File: src/rtl/ucode_loader_pkg.sv
// Shared constants for the microcode loader: command/reply bytes and the
// loader state enumeration.
package ucode_pkg;

  localparam logic [7:0] CMD_LOAD  = 8'h4C;  // 'L'
  localparam logic [7:0] CMD_GO    = 8'h47;  // 'G'
  localparam logic [7:0] CMD_STOP  = 8'h53;  // 'S'

  localparam logic [7:0] RPL_OK    = 8'h2B;  // '+'
  localparam logic [7:0] RPL_DONE  = 8'h2E;  // '.'
  localparam logic [7:0] RPL_UNK   = 8'h3F;  // '?'
  localparam logic [7:0] RPL_ERR   = 8'h45;  // 'E'
  localparam logic [7:0] RPL_FAULT = 8'h21;  // '!'
  localparam logic [7:0] RPL_ZERO  = 8'h30;  // '0'
  localparam logic [7:0] RPL_ONE   = 8'h31;  // '1'

  typedef enum logic [2:0] {
    ST_IDLE  = 3'd0,
    ST_HDR   = 3'd1,
    ST_DHI   = 3'd2,
    ST_DLO   = 3'd3,
    ST_REPLY = 3'd4,
    ST_RUN   = 3'd5
  } state_e;

endpackage

File: src/rtl/ucode_loader.sv
// Byte-stream microcode loader: parses load/go/stop commands from a serial
// receiver, writes 16-bit words into uCode memory and replies one byte per command.
module ucode_loader
  import ucode_pkg::*;
#(
  parameter int ADDR_SZ = 10,
  parameter int DATA_SZ = 16
) (
  input  logic               i_clk,
  input  logic               i_rst_n,
  input  logic               i_rx_wr,
  input  logic [7:0]         i_rx_data,
  input  logic               i_tx_busy,
  output logic               o_tx_wr,
  output logic [7:0]         o_tx_data,
  output logic               o_mem_wr,
  output logic [ADDR_SZ-1:0] o_mem_addr,
  output logic [DATA_SZ-1:0] o_mem_data,
  output logic               o_cpu_run,
  input  logic               i_cpu_running,
  input  logic               i_cpu_status,
  output logic               o_error
);

  // Strobe semantics: i_rx_wr, o_tx_wr and o_mem_wr are single-cycle qualifiers
  // with no back-pressure; the only flow control is i_tx_busy, which holds a
  // queued reply in REPLY until the transmitter is free.

  state_e               r_state;
  state_e               r_ret;
  logic [1:0]           r_hdr_idx;
  logic [7:0]           r_hdr_hi;
  logic [7:0]           r_data_hi;
  logic [ADDR_SZ-1:0]   r_addr;
  logic [15:0]          r_cnt;
  logic                 r_tx_wr;
  logic [7:0]           r_tx_data;
  logic                 r_mem_wr;
  logic [ADDR_SZ-1:0]   r_mem_addr;
  logic [DATA_SZ-1:0]   r_mem_data;
  logic                 r_cpu_run;
  logic                 r_error;
  logic                 r_low_seen;

  state_e               w_state_nxt;
  state_e               w_ret_nxt;
  logic                 w_queue;
  logic [7:0]           w_queue_byte;
  logic                 w_run_set;
  logic                 w_run_clr;
  logic                 w_err_set;
  logic                 w_mem_wr;
  logic                 w_tx_wr;
  logic                 w_fault;

  // Second consecutive cycle of "run requested but CPU idle"; the first is skew.
  assign w_fault = (r_state == ST_RUN) && r_cpu_run && r_low_seen && !i_cpu_running;

  always_comb begin
    w_state_nxt  = r_state;
    w_ret_nxt    = r_ret;
    w_queue      = 1'b0;
    w_queue_byte = r_tx_data;
    w_run_set    = 1'b0;
    w_run_clr    = 1'b0;
    w_err_set    = 1'b0;
    w_mem_wr     = 1'b0;
    w_tx_wr      = 1'b0;
    case (r_state)
      ST_IDLE: begin
        if (i_rx_wr) begin
          if (i_rx_data == CMD_LOAD) begin
            w_state_nxt = ST_HDR;
          end else if (i_rx_data == CMD_GO) begin
            w_run_set    = 1'b1;
            w_queue      = 1'b1;
            w_queue_byte = RPL_OK;
            w_ret_nxt    = ST_RUN;
            w_state_nxt  = ST_REPLY;
          end else begin
            w_queue      = 1'b1;
            w_queue_byte = RPL_UNK;
            w_ret_nxt    = ST_IDLE;
            w_state_nxt  = ST_REPLY;
          end
        end
      end
      ST_HDR: begin
        if (i_rx_wr && (r_hdr_idx == 2'd3)) begin
          if ({r_cnt[15:8], i_rx_data} == 16'd0) begin
            w_queue      = 1'b1;
            w_queue_byte = RPL_DONE;
            w_ret_nxt    = ST_IDLE;
            w_state_nxt  = ST_REPLY;
          end else begin
            w_state_nxt = ST_DHI;
          end
        end
      end
      ST_DHI: begin
        if (i_rx_wr) w_state_nxt = ST_DLO;
      end
      ST_DLO: begin
        if (i_rx_wr) begin
          w_mem_wr = !r_cpu_run;
          if (r_cnt == 16'd1) begin
            w_queue      = 1'b1;
            w_queue_byte = RPL_DONE;
            w_ret_nxt    = ST_IDLE;
            w_state_nxt  = ST_REPLY;
          end else begin
            w_state_nxt = ST_DHI;
          end
        end
      end
      ST_REPLY: begin
        w_err_set = i_rx_wr;
        if (!i_tx_busy) begin
          w_tx_wr     = 1'b1;
          w_state_nxt = r_ret;
        end
      end
      ST_RUN: begin
        if (w_fault) begin
          w_run_clr    = 1'b1;
          w_err_set    = i_rx_wr;
          w_queue      = 1'b1;
          w_queue_byte = RPL_FAULT;
          w_ret_nxt    = ST_IDLE;
          w_state_nxt  = ST_REPLY;
        end else if (i_rx_wr) begin
          w_queue     = 1'b1;
          w_state_nxt = ST_REPLY;
          if (i_rx_data == CMD_STOP) begin
            w_run_clr    = 1'b1;
            w_queue_byte = i_cpu_status ? RPL_ONE : RPL_ZERO;
            w_ret_nxt    = ST_IDLE;
          end else begin
            w_queue_byte = RPL_ERR;
            w_ret_nxt    = ST_RUN;
          end
        end
      end
      default: w_state_nxt = ST_IDLE;
    endcase
  end

  always_ff @(posedge i_clk or negedge i_rst_n) begin
    if (!i_rst_n) begin
      r_state <= ST_IDLE;
      r_ret   <= ST_IDLE;
    end else begin
      r_state <= w_state_nxt;
      r_ret   <= w_ret_nxt;
    end
  end

  always_ff @(posedge i_clk or negedge i_rst_n) begin
    if (!i_rst_n) begin
      r_hdr_idx  <= '0;
      r_hdr_hi   <= '0;
      r_data_hi  <= '0;
      r_addr     <= '0;
      r_cnt      <= '0;
      r_tx_wr    <= 1'b0;
      r_tx_data  <= '0;
      r_mem_wr   <= 1'b0;
      r_mem_addr <= '0;
      r_mem_data <= '0;
      r_cpu_run  <= 1'b0;
      r_error    <= 1'b0;
      r_low_seen <= 1'b0;
    end else begin
      r_tx_wr    <= w_tx_wr;
      r_mem_wr   <= w_mem_wr;
      r_low_seen <= r_cpu_run && !i_cpu_running;
      if (w_queue)   r_tx_data <= w_queue_byte;
      if (w_err_set) r_error   <= 1'b1;
      if (w_run_set)      r_cpu_run <= 1'b1;
      else if (w_run_clr) r_cpu_run <= 1'b0;
      if (i_rx_wr) begin
        case (r_state)
          ST_IDLE: r_hdr_idx <= 2'd0;
          ST_HDR: begin
            r_hdr_idx <= r_hdr_idx + 2'd1;
            case (r_hdr_idx)
              2'd0:    r_hdr_hi   <= i_rx_data;
              2'd1:    r_addr     <= ADDR_SZ'({r_hdr_hi, i_rx_data});
              2'd2:    r_cnt[15:8] <= i_rx_data;
              default: r_cnt[7:0]  <= i_rx_data;
            endcase
          end
          ST_DHI: r_data_hi <= i_rx_data;
          ST_DLO: begin
            r_mem_addr <= r_addr;
            r_mem_data <= {r_data_hi, i_rx_data};
            r_addr     <= r_addr + 1'b1;
            r_cnt      <= r_cnt - 16'd1;
          end
          default: ;
        endcase
      end
    end
  end

  assign o_tx_wr    = r_tx_wr;
  assign o_tx_data  = r_tx_data;
  assign o_mem_wr   = r_mem_wr;
  assign o_mem_addr = r_mem_addr;
  assign o_mem_data = r_mem_data;
  assign o_cpu_run  = r_cpu_run;
  assign o_error    = r_error;

endmodule

File: config.mk
export PLATFORM = sky130hd
export DESIGN_NAME = ucode_loader
export DESIGN_NICKNAME = d
export VERILOG_FILES = /design/src/rtl/ucode_loader_pkg.sv /design/src/rtl/ucode_loader.sv
export SDC_FILE = /design/constraint.sdc
export NUM_CORES = 1
export LEC_CHECK = 0
export ABC_AREA = 1
export CAP_MARGIN = 20
export CORE_MARGIN = 2
export CORE_UTILIZATION = 45
export CTS_CLUSTER_SIZE = 28
export DETAILED_ROUTE_END_ITERATION = 8
export PLACE_DENSITY = 0.67
export SYNTH_ARGS = -nofsm -noshare
export SYNTH_HDL_FRONTEND = slang
export SYNTH_SLANG_ARGS = --single-unit
File: constraint.sdc
create_clock -name i_clk -period 1.7 [get_ports i_clk]
set_clock_uncertainty 0.1 [all_clocks]
set_input_delay 0.425 -clock i_clk [delete_from_list [all_inputs] [get_ports i_clk]]
set_output_delay 0.425 -clock i_clk [all_outputs]
set_load 0.05 [all_outputs]
==> flow_metrics.tcl, run 1 <==
set metrics [dict create \
    hold_viol 0 \
    grt.overflow.total 0 \
    hold_path.class "input port to register" \
    start_util_pct 45.8 \
    cts_tree "built" \
    dieArea_um2 10100 \
    clock_latency_ns 0.36 \
    final_nets 684 \
    die_w_um 100 \
    reg2regPathDepth 9 \
    port_buffers 50 \
    htree_levels 3 \
    yosysSeqAreaShare_pct 47.2 \
    die_h_um 100 \
    fmax_ghz 0.608 \
    first_iter_violations 256 \
    period_needed_ns 1.64 \
    antenna_found_initial 0 \
    area_growth_pct 41.2 \
    cp.required_ns 1.85 \
    pwr_density_cell_nw_per_um2 1710 \
    ir_worst_vdd_v 0.000810 \
    slew_violations 0 \
    synth_nets 573 \
    grt.total_usage_pct 22.4 \
    ys.flop_type "dfrtp_1" \
    ys_warn_count 0 \
    critPathKind "register to register" \
    nFillCells 761 \
    endpoint_kind "register" \
    clk_pin_slew_worst_paths_ns 0.08 \
    row_count 35 \
    grt_pass1_wl_um 18000 \
    gp_congestion 0.899 \
    syn_inst 552 \
    yosysTopAreaCell "dfrtp_1" \
    core_area_um2 9150 \
    drt_first_pass_iters 7 \
    synth_edf_count 0 \
    crit_arrival_ns 1.80 \
    rsz0062_at_grt "true" \
    via_per_inst 5.15 \
    min_path_cells 3 \
    ios 52 \
    grt_pass1_vias 3928 \
    setup_viol 0 \
    cts-root-buf "clkbuf_8" \
    ant_nets 0 \
    dpl_worst_slack_ns -0.356 \
    post-dp-hpwl_um 8180 \
    synth-async-reset-ratio_pct 100 \
    antennaDiodeCount 0 \
    power_w 0.0101 \
    final_common_cell "nand2_1" \
    p_leak_nw 2.91 \
    final.setup.tns_ns 0 \
    ys_ff_latch 79 \
    layout_common_cells "nand2_1 (148), dfrtp_1 (77), nor2_1 (64)" \
    synthDistinctLibCells 43 \
    synth_top_area_share_pct 47.2 \
    fin_hold_ws_ns 0.361 \
    wire_per_inst_um 13.6 \
    syn-cell-area_um2 4190 \
    worstPathMaxFanout 6 \
    max-clock-path-buffers 2 \
    fin_ws_ns 0.0561 \
    wirelength_um 10600 \
    synth_area_leaders "dfrtp_1 (47%), nand2_1 (14%), nor2_1 (6.7%), o21ai_0 (6.5%), nand3_1 (5.0%)" \
    post-route-period-util_pct 96.7 \
    cts.sinks 79 \
    status "finished clean" \
    vias 4004 \
    numCtsBuffers 9 \
    cp-start-kind "register" \
    syn_avg_cell_area_um2 7.59 \
    grt_max_degree 34 \
    drive_above_1_share_pct 24.7 \
    cap_violations 0 \
    remaining_drc_errors 0 \
]
cell usage after synthesis (2+ instances only):
| cell | instances |
|---|---|
| inv_2 | 8 |
| nand2_1 | 154 |
| o31ai_1 | 2 |
| nand2_2 | 2 |
| o21ai_0 | 54 |
| a21oi_1 | 19 |
| nand3_1 | 42 |
| nand4_1 | 4 |
| mux2_1 | 2 |
| nor2_2 | 2 |
| xor2_1 | 2 |
| ha_1 | 7 |
| dfrtp_1 | 79 |
| a31oi_1 | 2 |
| nor2_1 | 75 |
| mux2_2 | 5 |
| buf_2 | 4 |
| inv_1 | 50 |
| o211ai_1 | 2 |
| o21ai_2 | 2 |
| clkbuf_1 | 5 |
| nor3_1 | 4 |
| nor2_4 | 2 |
| buf_4 | 5 |
critical path: stages, from the launching register on:
cell,delay (ns)
dfrtp_1,0.41
inv_2,0.13
nand2_1,0.12
nor2_1,0.21
inv_1,0.11
o21ai_1,0.16
nor2_2,0.09
buf_4,0.13
nand2_1,0.05
nand2_1,0.04
stage by stage:
stage	instance area, µm²	util, %	cells
6_report	5910	64.6	778
5_1_grt	5910	64.6	778
4_1_cts	5810	63.4	776
3_5_place_dp	5600	61.2	760
3_3_place_gp	5600	61.2	760
2_1_floorplan	4190	-	552
worst paths after layout:
kind | startpoint | to | slack [ns]
worst max-delay path | r_state[0]$_DFFE_PN0P_ | r_state[2]$_DFFE_PN0P_ | 0.06
worst min-delay path | i_rx_data[7] | r_data_hi[7]$_DFFE_PN0P_ | 0.36
worst max register to register | r_state[0]$_DFFE_PN0P_ | r_state[2]$_DFFE_PN0P_ | 0.06
worst min register to register | r_data_hi[6]$_DFFE_PN0P_ | r_data_hi[6]$_DFFE_PN0P_ | 0.39
min in group asynchronous | i_rst_n | o_mem_addr[6]$_DFFE_PN0P_ | 0.39
max in group asynchronous | i_rst_n | r_state[2]$_DFFE_PN0P_ | 0.60
cell type report:
cell class,count,area (µm²),share of cell area (%)
Timing Repair Buffer,115,1400,23.7
Inverter,60,233,3.94
Sequential cell,79,1980,33.5
Tap cell,111,139,2.35
Clock inverter,6,70.1,1.18
Clock buffer,9,124,2.09
Multi-Input combinational cell,398,1970,33.2
cells by family (layout without fill, tap and decap cells):
family	after synthesis	count (layout)	share of synthesized area [%]
AND/OR/NAND/NOR	289	289	28.5
other	1	1	0.0895
multiplexers	8	8	2.24
AO/OA/AOI/OAI	90	90	11.7
XOR/XNOR	3	3	0.628
flip-flops	79	79	47.2
adder cells (fa/ha/maj)	7	7	2.09
buffers and inverters	75	190	7.50
flip-flops by register name, summed over array words and instances (netlist names):
signal	flops
o_mem_data	16
r_cnt	16
o_mem_addr	10
r_addr	10
r_data_hi	8
o_tx_data	6
r_state	3
r_hdr_hi	2
r_hdr_idx	2
o_cpu_run	1
o_error	1
o_mem_wr	1
o_tx_wr	1
r_low_seen	1
r_ret	1
per-layer routing:
metal  vias up  share of wire [%]  GRT usage (%)
met1      1889                 46           31.2
met3        21                4.3           3.88
met5         -                  0              0
met4         0                1.9           6.64
li1       1992                  -              -
met2       102                 47           36.0
repair_timing:
| action | 4_1_cts | 5_1_grt |
|---|---|---|
| setup endpoints to repair | 16 | 51 |
| pin swaps | 0 | 3 |
| buffers inserted | 0 | 2 |
| gates cloned | 0 | 0 |
| hold endpoints to repair | 22 | 0 |
| gates resized for setup | 1 | 35 |
| hold buffers | 1 | 0 |
report_power, final:
part	switching, W	internal, W	leakage (nW)
registers	0.000774	0.00266	0.992
clock network	0.000738	0.000680	0.0883
logic	0.00288	0.00236	1.83
(Power assumes the default switching activity.)
==> inputs of run 2 (changes only) <==
Settings changed: ABC_CLOCK_PERIOD_IN_PS from default to 2130.
Clock period 1.7 ns to 2.13 ns, I/O delays scaled along.
==> run 2 against run 1 <==
Global-route usage fell by 1.4 points. Total power is 30% lower. Clock power decreased by 9.9%. Fmax decreased by 14%. Highest routed layer unchanged. Sequential share of layout area up 5.0 points. Largest power group unchanged. Utilization is 8.4 points lower.
==> flow_metrics.tcl, run 2 (same netlist as run 1, synthesis figures left out) <==
set metrics [dict create \
    cap_violations 0 \
    wirelength_um 9960 \
    cp-start-kind "register" \
    final_nets 649 \
    slew_violations 0 \
    ios 52 \
    setup_viol 0 \
    hold_viol 0 \
    slew-limit-headroom_pct 66.3 \
    row_count 35 \
    r2r_end "o_mem_addr[2]$_DFFE_PN0P_" \
    crit_end "o_mem_addr[2]$_DFFE_PN0P_" \
    numCtsBuffers 9 \
    cts.sinks 79 \
    grt_pass1_vias 3635 \
    vias 3853 \
    drt_first_pass_iters 5 \
    drive_above_1_share_pct 14.1 \
    swShare_pct 46.0 \
    cts_tree "built" \
    antenna_found_initial 0 \
    fin_hold_ws_ns 0.387 \
    ant_nets 0 \
    r2r_slack_ns 0.22 \
    fin_util_pct 56.2 \
    grt.total_usage_pct 21.0 \
    post-route-period-util_pct 89.8 \
    p_leak_nw 2.64 \
    critPathKind "register to register" \
    rsz0062_at_grt "false" \
    start_util_pct 45.8 \
    cp.required_ns 2.30 \
    nFillCells 852 \
    endpoint_kind "register" \
    fmax_ghz 0.523 \
    die_w_um 100 \
    max-clock-path-buffers 2 \
    r2r-start "r_state[2]$_DFFE_PN0P_" \
    antennaDiodeCount 0 \
    ir_worst_vdd_v 0.000472 \
    worstPathMaxFanout 22 \
    p_comb_share_pct 45.1 \
    worstSetupStartpoint "r_state[2]$_DFFE_PN0P_" \
    grt_max_degree 57 \
    pwr_density_cell_nw_per_um2 1380 \
    die_h_um 100 \
    layout_common_cells "nand2_1 (154), dfrtp_1 (79), nor2_1 (75)" \
    core_area_um2 9150 \
    grt.overflow.total 0 \
    area_growth_pct 22.7 \
    htree_levels 3 \
    wire_per_inst_um 13.4 \
    remaining_drc_errors 0 \
    hold_path.class "register to register" \
    clk_pin_slew_worst_paths_ns 0.08 \
    p_seq_share_pct 36.9 \
    reg2regPathDepth 7 \
    final_common_cell "nand2_1" \
    dieArea_um2 10100 \
    switchingPower_w 0.00326 \
    p_int_w 0.00382 \
    grt_pass1_wl_um 16900 \
    first_iter_violations 243 \
    post-dp-hpwl_um 7500 \
    worst_slew_pin_slew_ns 0.507 \
    port_buffers 50 \
    cts-root-buf "clkbuf_8" \
    status "finished clean" \
    crit_arrival_ns 2.08 \
    clock_latency_ns 0.36 \
    period_needed_ns 1.91 \
    gp_congestion 0.957 \
    clockPowerShare_pct 18.0 \
    via_per_inst 5.18 \
]
run 2: changes by cell type in the layout (fill, tap and decap cells not counted), moves of 3 or more:
cell | previous run | this run
buf_12 | 39 | 2
buf_4 | 61 | 47
dlymetal6s2s_1 | 3 | 0
dlygate4sd2_1 | 0 | 18
nand2_2 | 8 | 2
nor2_1 | 64 | 75
nor2_2 | 12 | 2
clkdlybuf4s50_1 | 9 | 12
nand2_1 | 148 | 154
run 2: worst max-delay path, stage by stage, from the launching register on:
cell and delay (ns):
dfrtp_1 0.55, nor2_4 0.10, nand2_2 0.08, clkinv_2 0.25
nand2_4 0.31, buf_4 0.27, nand2_1 0.07, o21ai_0 0.08
run 2: power groups by stage:
| stage | clock [W] | sequential, W | combinational (W) |
|---|---|---|---|
| detailed placement | 0 | 0.00264 | 0.00329 |
| floorplan | 0 | 0.00339 | 0.00152 |
| global placement | 0 | 0.00262 | 0.00322 |
| global route | 0.00137 | 0.00271 | 0.00354 |
| CTS | 0.00130 | 0.00261 | 0.00321 |
| finish | 0.00128 | 0.00261 | 0.00319 |
run 2: final cells by class:
class                   instances  area (µm²)  area share [%]
clock buffers                  10         128            2.48
clock inverters                 6        92.6            1.80
inverters                      60         226            4.41
multi-input cells             398        1900            36.9
flip-flops and latches         79        1980            38.5
well taps                     111         139            2.70
repair buffers                 80         681            13.2
run 2: worst min path at each step:
stage | slack [ns] | cells past startpoint | start | end
floorplan | 0.14 | 0 | i_rst_n | o_cpu_run$_DFFE_PN0P_
global placement | 0.36 | 1 | i_rst_n | o_mem_addr[7]$_DFFE_PN0P_
detailed placement | 0.36 | 1 | i_rst_n | o_mem_addr[7]$_DFFE_PN0P_
CTS | 0.39 | 2 | o_mem_data[6]$_DFFE_PN0P_ | o_mem_data[6]$_DFFE_PN0P_
global route | 0.42 | 2 | r_data_hi[4]$_DFFE_PN0P_ | r_data_hi[4]$_DFFE_PN0P_
finish | 0.39 | 1 | o_mem_data[14]$_DFFE_PN0P_ | o_mem_data[14]$_DFFE_PN0P_
run 2: repair_timing:
item,in CTS,in global routing
setup endpoints to repair,18,0
hold endpoints to repair,23,0
resized for setup,18,0
buffers inserted,0,0
hold buffers,1,0
run 2: metal layers:
layer / vias to the layer above / GRT usage (%) / wire length, µm
met3: 22 / 2.64 / 460
met5: - / 0 / 0
met4: 0 / 9.27 / 225
met1: 1792 / 29.5 / 4700
met2: 118 / 32.7 / 4570
li1: 1921 / - / -
run 2: through the flow:
| stage | power [W] | cell area [µm²] | setup slack (ns) | cells | setup TNS (ns) |
|---|---|---|---|---|---|
| final | 0.00708 | 5140 | 0.218 | 744 | 0 |
| after CTS | 0.00712 | 5140 | 0.221 | 744 | 0 |
| after floorplan | 0.00491 | 4190 | 0.487 | 552 | 0 |
| after global placement | 0.00585 | 4930 | -0.0495 | 727 | -0.309 |
| after detailed placement | 0.00593 | 4930 | -0.0850 | 727 | -0.506 |
| after global routing | 0.00762 | 5140 | 0.0367 | 744 | 0 |
==> inputs of run 3 (changes only) <==
Settings changed: CTS_BUF_LIST from default to sky130_fd_sc_hd__clkbuf_2 sky130_fd_sc_hd__clkbuf_4 sky130_fd_sc_hd__clkbuf_8, TNS_END_PERCENT from default to 20.
==> run 3 against run 2 <==
Die area is the same. Design area is essentially flat. Fmax shrank 0.27%. Largest cell class unchanged. Utilization is essentially flat. First-iteration DRC count grew 0.82%. Wire length is essentially flat. Clock power is essentially flat. Sequential power is essentially flat. Critical path depth is the same. Global-route usage is essentially flat.
==> flow_metrics.tcl, run 3 (same netlist as run 1, synthesis figures left out) <==
set metrics [dict create \
    dieArea_um2 10100 \
    grt_pass1_vias 3631 \
    fin_hold_ws_ns 0.387 \
    final_common_cell "nand2_1" \
    area_growth_pct 22.8 \
    dp_cells 727 \
    nFillCells 853 \
    gp_congestion 0.957 \
    rsz0062_at_grt "false" \
    setup_viol 0 \
    register_area_um2 1980 \
    period_needed_ns 1.92 \
    antenna_found_initial 0 \
    hold_path.class "register to register" \
    antennaDiodeCount 0 \
    first_iter_violations 245 \
    wire_per_inst_um 13.4 \
    pwr_density_cell_nw_per_um2 1380 \
    final_nets 649 \
    wirelength_um 9950 \
    endpoint_kind "register" \
    critPathKind "register to register" \
    cp-start-kind "register" \
    clk_pin_slew_worst_paths_ns 0.08 \
    remaining_drc_errors 0 \
    hold_viol 0 \
    clock_latency_ns 0.36 \
    via_per_inst 5.19 \
    ios 52 \
    max-clock-path-buffers 2 \
    row_count 35 \
    die_h_um 100 \
    grt_pass1_wl_um 16900 \
    ir_worst_vdd_v 0.000472 \
    status "finished clean" \
    multiInputGateArea_um2 1900 \
    drive_above_1_share_pct 14.2 \
    ant_nets 0 \
    port_buffers 50 \
    post-route-period-util_pct 90.0 \
    p_leak_nw 2.64 \
    grt_max_degree 57 \
    fmax_ghz 0.522 \
    slew_violations 0 \
    r2r_slack_ns 0.21 \
    drt_first_pass_iters 5 \
    start_util_pct 45.8 \
    grt.overflow.total 0 \
    stdcell_count 744 \
    fin_util_pct 56.2 \
    numCtsBuffers 9 \
    cts.sinks 79 \
    cts-root-buf "clkbuf_8" \
    vias 3862 \
    crit_arrival_ns 2.09 \
    htree_levels 3 \
    cap_violations 0 \
    layout_common_cells "nand2_1 (154), dfrtp_1 (79), nor2_1 (75)" \
    core_area_um2 9150 \
    post-dp-hpwl_um 7500 \
    cts_tree "built" \
    worst_slew_pin_slew_ns 0.508 \
    cp.required_ns 2.30 \
    worstPathMaxFanout 22 \
    die_w_um 100 \
    grt.total_usage_pct 21.0 \
    slew-limit-headroom_pct 66.3 \
]
run 3: cell counts in the layout (fill, tap and decap cells not counted):
No cell type changed its count.
run 3: metal layers:
layer  up-vias  GRT usage [%]  routed length, µm
li1       1922              -                  -
met1      1795           29.5               4710
met4         0           9.59                210
met5         -              0                  0
met3        21           2.64                484
met2       124           32.7               4550
run 3: final timing paths:
path                                            start                          to  cells after the start
hold / removal             o_mem_data[14]$_DFFE_PN0P_  o_mem_data[14]$_DFFE_PN0P_                      1
min in group asynchronous                     i_rst_n   o_mem_addr[7]$_DFFE_PN0P_                      2
setup reg to reg               r_state[2]$_DFFE_PN0P_   o_mem_addr[2]$_DFFE_PN0P_                      7
max in group asynchronous                     i_rst_n    r_data_hi[5]$_DFFE_PN0P_                      3
hold reg to reg            o_mem_data[14]$_DFFE_PN0P_  o_mem_data[14]$_DFFE_PN0P_                      1
setup / recovery               r_state[2]$_DFFE_PN0P_   o_mem_addr[2]$_DFFE_PN0P_                      7
run 3: stage by stage:
| step | power (W) | instance area (µm²) | setup TNS [ns] | setup slack, ns |
|---|---|---|---|---|
| 2_1_floorplan | 0.00491 | 4190 | 0 | 0.487 |
| 3_3_place_gp | 0.00585 | 4930 | -0.309 | -0.0495 |
| 3_5_place_dp | 0.00593 | 4930 | -0.506 | -0.0850 |
| 4_1_cts | 0.00714 | 5140 | 0 | 0.221 |
| 5_1_grt | 0.00764 | 5140 | 0 | 0.0367 |
| 6_report | 0.00710 | 5140 | 0 | 0.212 |
run 3: repair_timing:
item / in CTS / in global routing
gates resized for setup: 18 / 0
endpoints found under the setup margin: 18 / 0
hold buffers: 1 / 0
buffers inserted: 0 / 0
endpoints found under the hold margin: 23 / 0
run 3: area by class of cell:
cell class                 count  area share, %
sequential                    79           38.4
multi-input combinational    398           36.9
timing repair buffer          80           13.2
inverter                      60           4.40
tap                          111           2.70
clock buffer                  10           2.55
clock inverter                 6           1.80
run 3: power breakdown:
| part | internal (W) | switching [W] |
|---|---|---|
| sequential | 0.00212 | 0.000492 |
| clock | 0.000682 | 0.000618 |
| combinational | 0.00103 | 0.00216 |
| total | 0.00384 | 0.00327 |
run 3: critical path, cell delays in order, from the launching register on:
cell and delay (ns):
dfrtp_1 0.55, nor2_4 0.10, nand2_2 0.08, clkinv_2 0.26
nand2_4 0.32, buf_4 0.27, nand2_1 0.07, o21ai_0 0.08
